### config.mk
export PLATFORM = sky130hd
export DESIGN_NAME = present_sbox_layer
export DESIGN_NICKNAME = d
export VERILOG_FILES = /design/src/rtl/present_pkg.sv /design/src/rtl/present_sbox4.sv /design/src/rtl/present_sbox_layer.sv
export SDC_FILE = /design/constraint.sdc
export NUM_CORES = 1
export LEC_CHECK = 0
export CAP_MARGIN = 10
export CORE_MARGIN = 4
export CORE_UTILIZATION = 54
export DETAILED_ROUTE_END_ITERATION = 10
export PLACE_DENSITY = 0.84
export SYNTH_ARGS = -nofsm -noshare
export SYNTH_HDL_FRONTEND = slang
export SYNTH_HIERARCHICAL = 1
export SYNTH_SLANG_ARGS = --single-unit
export TNS_END_PERCENT = 1
### constraint.sdc
create_clock -name clk -period 6.6 [get_ports clk]
set_clock_uncertainty 0.2 [all_clocks]
set_input_delay 0.66 -clock clk [delete_from_list [all_inputs] [get_ports clk]]
set_output_delay 0.66 -clock clk [all_outputs]
set_load 0.02 [all_outputs]
### src/rtl/present_pkg.sv
// Shared definitions for the PRESENT S-box layer: the forward and inverse
// 4-bit substitution tables, mode encodings, FSM state type and a lookup helper.
package present_pkg;

  // Mode encodings carried alongside each block
  localparam logic MODE_FWD = 1'b0;
  localparam logic MODE_INV = 1'b1;

  // Forward PRESENT S-box, indexed by the input nibble
  localparam logic [3:0] SBOX_FWD [16] = '{
    4'hC, 4'h5, 4'h6, 4'hB, 4'h9, 4'h0, 4'hA, 4'hD,
    4'h3, 4'hE, 4'hF, 4'h8, 4'h4, 4'h7, 4'h1, 4'h2
  };

  // Inverse PRESENT S-box, indexed by the input nibble
  localparam logic [3:0] SBOX_INV [16] = '{
    4'h5, 4'hE, 4'hF, 4'h8, 4'hC, 4'h1, 4'h2, 4'hD,
    4'hB, 4'h4, 4'h6, 4'h3, 4'h0, 4'h7, 4'h9, 4'hA
  };

  // Control states of the iterative substitution engine
  typedef enum logic [1:0] {
    IDLE = 2'd0,
    RUN  = 2'd1,
    DONE = 2'd2
  } state_t;

  // Single-nibble substitution in either direction
  function automatic logic [3:0] sbox_lookup(input logic [3:0] nibble, input logic mode);
    logic [3:0] result;
    if (mode == MODE_INV) begin
      result = SBOX_INV[nibble];
    end else begin
      result = SBOX_FWD[nibble];
    end
    return result;
  endfunction

endpackage

### src/rtl/present_sbox4.sv
// One combinational 4-bit PRESENT S-box with a forward/inverse select.
module present_sbox4
  import present_pkg::*;
(
  input  logic [3:0] nibble,
  input  logic       mode,
  output logic [3:0] result
);

  // Pure table lookup; the mode chooses which of the two tables is used
  always_comb begin
    result = sbox_lookup(nibble, mode);
  end

endmodule

### src/rtl/present_sbox_layer.sv
// Iterative PRESENT S-box layer. A block is captured, then LANES nibbles are
// substituted in place per cycle, lowest group first, until every nibble has
// been substituted exactly once. The result is held until downstream takes it.
module present_sbox_layer
  import present_pkg::*;
#(
  parameter int WIDTH = 64,
  parameter int LANES = 4
) (
  input  logic             clk,
  input  logic             rst,
  input  logic             in_valid,
  output logic             in_ready,
  input  logic             in_mode,
  input  logic [WIDTH-1:0] in_data,
  output logic             out_valid,
  input  logic             out_ready,
  output logic [WIDTH-1:0] out_data
);

  // Bits handled per cycle, number of cycles per block, and counter sizing.
  // A single-group configuration still keeps a 1-bit counter.
  localparam int GW      = 4 * LANES;
  localparam int NGROUPS = WIDTH / GW;
  localparam int CW      = (NGROUPS > 1) ? $clog2(NGROUPS) : 1;
  localparam logic [CW-1:0] LAST_GRP = CW'(NGROUPS - 1);

  state_t           state;
  logic [CW-1:0]    grp;
  logic [WIDTH-1:0] work;
  logic [WIDTH-1:0] work_next;
  logic             mode;
  logic [GW-1:0]    grp_in;
  logic [GW-1:0]    grp_out;

  // Pick the nibble group addressed by the counter out of the working register
  always_comb begin
    grp_in = '0;
    for (int g = 0; g < NGROUPS; g++) begin
      if (grp == CW'(g)) begin
        grp_in = work[g*GW +: GW];
      end
    end
  end

  // LANES parallel S-boxes, all using the mode captured with the block
  for (genvar l = 0; l < LANES; l++) begin : g_lane
    present_sbox4 u_sbox (
      .nibble (grp_in[4*l +: 4]),
      .mode   (mode),
      .result (grp_out[4*l +: 4])
    );
  end

  // Write the substituted group back into its own position, leave the rest alone
  always_comb begin
    work_next = work;
    for (int g = 0; g < NGROUPS; g++) begin
      if (grp == CW'(g)) begin
        work_next[g*GW +: GW] = grp_out;
      end
    end
  end

  // Control FSM plus the working register; the counter parks on the last
  // group when leaving RUN so no extra substitution can ever happen
  always_ff @(posedge clk or posedge rst) begin
    if (rst) begin
      state <= IDLE;
      grp   <= '0;
      work  <= '0;
      mode  <= MODE_FWD;
    end else begin
      case (state)
        IDLE: begin
          if (in_valid) begin
            work  <= in_data;
            mode  <= in_mode;
            grp   <= '0;
            state <= RUN;
          end
        end
        RUN: begin
          work <= work_next;
          if (grp == LAST_GRP) begin
            state <= DONE;
          end else begin
            grp <= grp + CW'(1);
          end
        end
        DONE: begin
          if (out_ready) begin
            state <= IDLE;
          end
        end
        default: begin
          state <= IDLE;
        end
      endcase
    end
  end

  // Handshake flags decode straight from the state register; the working
  // register is always visible and only meaningful while out_valid is high
  assign in_ready  = (state == IDLE);
  assign out_valid = (state == DONE);
  assign out_data  = work;

endmodule
==> flow_summary.toml, run 1 <==
[run_status]
status = "finished clean"

[setup_path]
worstSetupStartpointType = "flop"
cp_max_fo = 21
required_ns = 6.60
arrival_ns = 5.24
worst_setup_path_end_kind = "flop"
critPathKind = "reg -> reg"

[detailed_routing]
route.met2.wl_um = 8300
met3_length_um = 1010
first_pass_iters = 6
vias = 4659
postRouteAntennaNets = 0
wl_met1_um = 5970
vias_per_cell = 5.94
drtIter0Drc = 268
top_layer_used = "met4"
wl_per_cell_um = 20.0
drcViolationCount = 0
wl_um = 15700

[cts]
post-cts-setup-buffers = 0
cts_buffers = 9
cts_tree = "yes"
cts_max_level = 3
clk_latency_ns = 0.35
cts.repair.resized = 0
holdBufCountCts = 0
clk_pin_slew_ns = 0.08
root_buffer = "clkbuf_8"
clockBufferDepth = 2
clock_sinks = 69

[die]
die_x_um = 106
die_area_sq_mm = 0.0112
core_region_area_sq_mm = 0.00928
initial_core_util = 0.557
fp.dieH_um = 106
io_pins = 135
rows = 35

[final_layout]
diodes = 0
final_nets = 752
drive_gt1_frac = 0.0518
syn2layout_area_growth_pct = 28.5

[timing]
tns_ns = 0
setup_viol = 0
timing.final.crit_share = 0.793
min_period_ns = 5.23
max_slew_margin = 0.216
rsz0062_at_grt = "false"
worst_slew_pin_slew_ns = 1.17
hold_violations = 0
fmax_ghz = 0.191
slew_viol_final = 0

[global_route]
grt_pass1_vias = 4742
antenna_found_initial = 0
grt_max_degree = 70
track_usage = 0.281
grt_pass1_wl_um = 25100
grt_overflow_total = 0

[synthesis]
synth_xor_area_frac = 0.00169
synth-compound-area-share = 0.198
yosys.area_share.simple = 0.0795
synthTopCellsByArea = "dfrtp_1, mux2i_1, a21oi_1, ha_1, inv_1"
yosysTopAreaCell = "dfrtp_1"
syn_nets = 638
yosysWarningCount = 6
synthMuxAreaShare = 0.198
synth-seq-cells = 69
yosysTopAreaCellShare = 0.334
ys_top_cells_by_count = "a21oi_1, inv_1, mux2i_1"
post_synth_instance_area_sq_mm = 0.00517
synth_edf_count = 0
avgSynthCellArea_sq_um = 9.64
synth.most_common_cell = "a21oi_1"
synth_top_family_by_area = "multiplexers"
async_flop_share = 1.00
ys.flop_type = "dfrtp_1"
synth_cell_types = 39
yosysSeqAreaShare = 0.334
synthAdderAreaFrac = 0.0774
synthCells = 537

[placement]
globalplace.congestion = 0.908
io_buffers = 134
dp_hpwl_um = 11000

[worst_hold_path]
hp-class = "reg -> reg"

[run]
drv_cap = 0
-- kinds of logic (layout without fill, tap and decap cells) --
logic type	Yosys count	count (layout)
compound gates	159	159
buf+inv	118	237
mux	85	85
simple gates	73	73
flops	69	69
fa+ha+maj	32	32
xor+xnor	1	1
-- path summary, 6_finish.rpt --
kind,startpoint,to,slack [ns],depth (start not counted)
hold reg to reg,out_data[49],out_data[49],0.34,2
hold / removal,out_data[49],out_data[49],0.34,2
setup reg to reg,grp[1],out_data[1],1.37,13
min in group asynchronous,rst,out_data[38],0.65,3
max in group asynchronous,rst,out_data[3],4.87,3
setup / recovery,grp[1],out_data[1],1.37,13
-- sequential cells by signal, indices dropped and copies added (netlist names) --
signal / count
grp: 2
mode: 1
out_data: 64
state: 2
-- layout by cell type (no fill, tap or decap), drive strengths merged, types with 6 or more instances in the layout --
master,synthesis,layout
a21oi,89,89
a221o,10,10
a22o,13,13
and3b,16,16
buf,24,6
clkbuf,13,11
clkdlybuf4s50,0,134
dfrtp,69,69
ha,32,32
inv,81,82
mux2i,72,72
mux4,12,12
nand2,27,27
nor2,11,11
nor2b,11,11
o21ai,21,21
o31ai,6,6
-- layout make-up --
cell class	count	area, sq um
Sequential cell	69	1730
Fill cell	699	2630
Timing Repair Buffer	140	1390
Clock buffer	11	141
Tap cell	129	161
Inverter	81	304
Multi-Input combinational cell	350	2870
Clock inverter	5	58.8
-- worst max-delay path: stages (launching register included) --
cell      delay, ns
dfrtp_1        0.38
inv_1          0.09
ha_1           0.48
nor2b_1        1.02
a221oi_1       0.20
o31ai_1        0.86
inv_1          0.22
ha_1           0.45
nand2_1        0.12
o21ai_0        0.10
mux4_1         0.49
and3b_1        0.22
a21oi_1        0.14
mux2i_1        0.09
-- routing by layer --
| layer | GRT usage | up-vias |
|---|---|---|
| li1 | - | 2106 |
| met1 | 0.347 | 2282 |
| met2 | 0.499 | 233 |
| met3 | 0.0298 | 38 |
| met4 | 0.120 | 0 |
| met5 | 0 | - |
-- stage by stage --
stage | setup slack, ns | area (sq um) | cells | hold WS [ns] | util
floorplan | 2.91 | 5170 | 537 | 0.362 | -
global placement | 1.98 | 6450 | 769 | 0.328 | 0.695
detailed placement | 1.53 | 6450 | 769 | 0.332 | 0.695
CTS | 1.50 | 6650 | 785 | 0.343 | 0.716
global route | 1.14 | 6650 | 785 | 0.368 | 0.716
finish | 1.37 | 6650 | 785 | 0.343 | 0.716
Power of run 1 is left out: the tool's default activity adds up to more than one toggle a clock period on the data nets, which glitch-free logic cannot reach.
==> run 2: changes to the inputs <==
Settings changed: CORE_UTILIZATION 54 to 45, PLACE_DENSITY 0.84 to 0.75.
Clock period 6.6 ns to 4.8 ns, I/O delays scaled along.
==> flow_summary.toml, run 2 (synthesized netlist as in run 1, its figures left out) <==
[timing]
worst_slew_pin_slew_ns = 1.08
fmax_ghz = 0.244
slew_viol_final = 0
setup_viol = 0
timing.final.crit_share = 0.854
min_period_ns = 4.10
rsz0062_at_grt = "false"
hold_violations = 0
max_slew_margin = 0.272
tns_ns = 0

[setup_path]
r2r_slack_ns = 0.70
r2r_start = "grp[0]"
cp.depth = 13
crit_chain = "inv_1 -> ha_1 -> buf_4 -> a221o_1 -> a22o_1 -> inv_1 -> ha_1 -> nand2_1 -> o21ai_0 -> mux4_2 -> and3b_1 -> a21oi_1 -> mux2i_1"
cp_max_fo = 18
worstSetupStartpointType = "flop"
reg2reg_depth = 13
crit_start = "grp[0]"
critPathKind = "reg -> reg"
crit_family = "adder cells"
required_ns = 4.78
worst_setup_path_end_kind = "flop"
crit_slowest_cell = "ha_1"
r2r-end = "out_data[37]"
cp.buffers_inverters = 3
crit_end = "out_data[37]"
arrival_ns = 4.08
max_stage_delay_ns = 0.62

[final_layout]
drive_gt1_frac = 0.0576
final_cell_mix = "clkdlybuf4s50_1, a21oi_1, inv_1"
layout_commonest_cell = "clkdlybuf4s50_1"
final_nets = 756
diodes = 0
syn2layout_area_growth_pct = 32.1
largest_reg_flops = 64

[worst_hold_path]
hp-start = "out_data[17]"
hp-class = "reg -> reg"

[die]
io_pins = 135
die_x_um = 115
core_region_area_sq_mm = 0.0110
die_area_sq_mm = 0.0133
fp.dieH_um = 115
rows = 38
initial_core_util = 0.469

[cts]
cts.repair.resized = 0
holdBufCountCts = 0
clk_pin_slew_ns = 0.06
cts_max_level = 3
cts_tree = "yes"
clockBufferDepth = 2
root_buffer = "clkbuf_16"
cts_buffers = 9
clock_sinks = 69
post-cts-setup-buffers = 0
clk_latency_ns = 0.33

[global_route]
grt_pass1_wl_um = 24700
use_met1 = 0.299
busiest_layer = "met2"
antenna_found_initial = 0
grtUsageMet3 = 0.0279
grt_use_met2 = 0.413
grt_pass1_vias = 4693
grt_overflow_total = 0
track_usage = 0.235
grt_max_degree = 38

[detailed_routing]
first_pass_iters = 5
vias_per_cell = 5.69
wl_um = 15600
drtIter0Drc = 304
wl_per_cell_um = 19.5
drcViolationCount = 0
postRouteAntennaNets = 0
vias = 4551

[placement]
io_buffers = 134
dp_hpwl_um = 11100
globalplace.congestion = 0.850

[run]
drv_cap = 0

[run_status]
status = "finished clean"
==> run 2: cell types whose count changed in the layout (fill, tap and decap cells not counted), sizes merged <==
cell	before	now
bufinv	1	3
inv	82	81
clkinvlp	2	1
clkbuf	11	10
buf	6	10
clkinv	1	2
==> run 2: per-stage QoR <==
| stage | hold slack [ns] | worst slack [ns] | util | cell area, sq um | cells |
|---|---|---|---|---|---|
| floorplan | 0.362 | 1.11 | - | 5170 | 537 |
| global placement | 0.327 | 0.921 | 0.589 | 6490 | 784 |
| global route | 0.347 | 0.443 | 0.620 | 6840 | 800 |
| finish | 0.338 | 0.701 | 0.620 | 6840 | 800 |
| CTS | 0.338 | 0.729 | 0.620 | 6840 | 800 |
| detailed placement | 0.330 | 0.794 | 0.589 | 6490 | 784 |
==> run 2: how the worst min path moves through the flow <==
stage,to,cells after the start
4_1_cts,out_data[17],2
6_report,out_data[17],2
3_3_place_gp,out_data[19],2
3_5_place_dp,out_data[17],2
2_1_floorplan,grp[1],2
5_1_grt,out_data[17],2
==> run 2: layout make-up <==
cell class	instances	area (sq um)
tap	140	175
clock buffer	10	229
sequential	69	1730
fill	940	4200
clock inverter	6	111
multi-input combinational	350	2870
timing repair buffer	144	1420
inverter	81	304
==> run 2: metal layers <==
| layer | up-vias | wire, um |
|---|---|---|
| met5 | - | 0 |
| met4 | 0 | 336 |
| met3 | 23 | 915 |
| met2 | 166 | 8170 |
| met1 | 2242 | 6180 |
| li1 | 2120 | - |
==> run 2: worst reg2reg max path, stage by stage (launching register included) <==
cell     delay, ns
dfrtp_1       0.41
inv_1         0.12
ha_1          0.62
buf_4         0.36
a221o_1       0.17
a22o_1        0.34
inv_1         0.15
ha_1          0.39
nand2_1       0.15
o21ai_0       0.11
mux4_2        0.45
and3b_1       0.23
a21oi_1       0.16
mux2i_1       0.09
Power of run 2 is left out for the same reason.
==> run 3: changes to the inputs <==
Settings changed: SETUP_SLACK_MARGIN set to 0.1.
==> results of run 3 <==
No change in the layout: final DEF, timing and power equal those of run 2.
Power of run 3 is left out for the same reason.
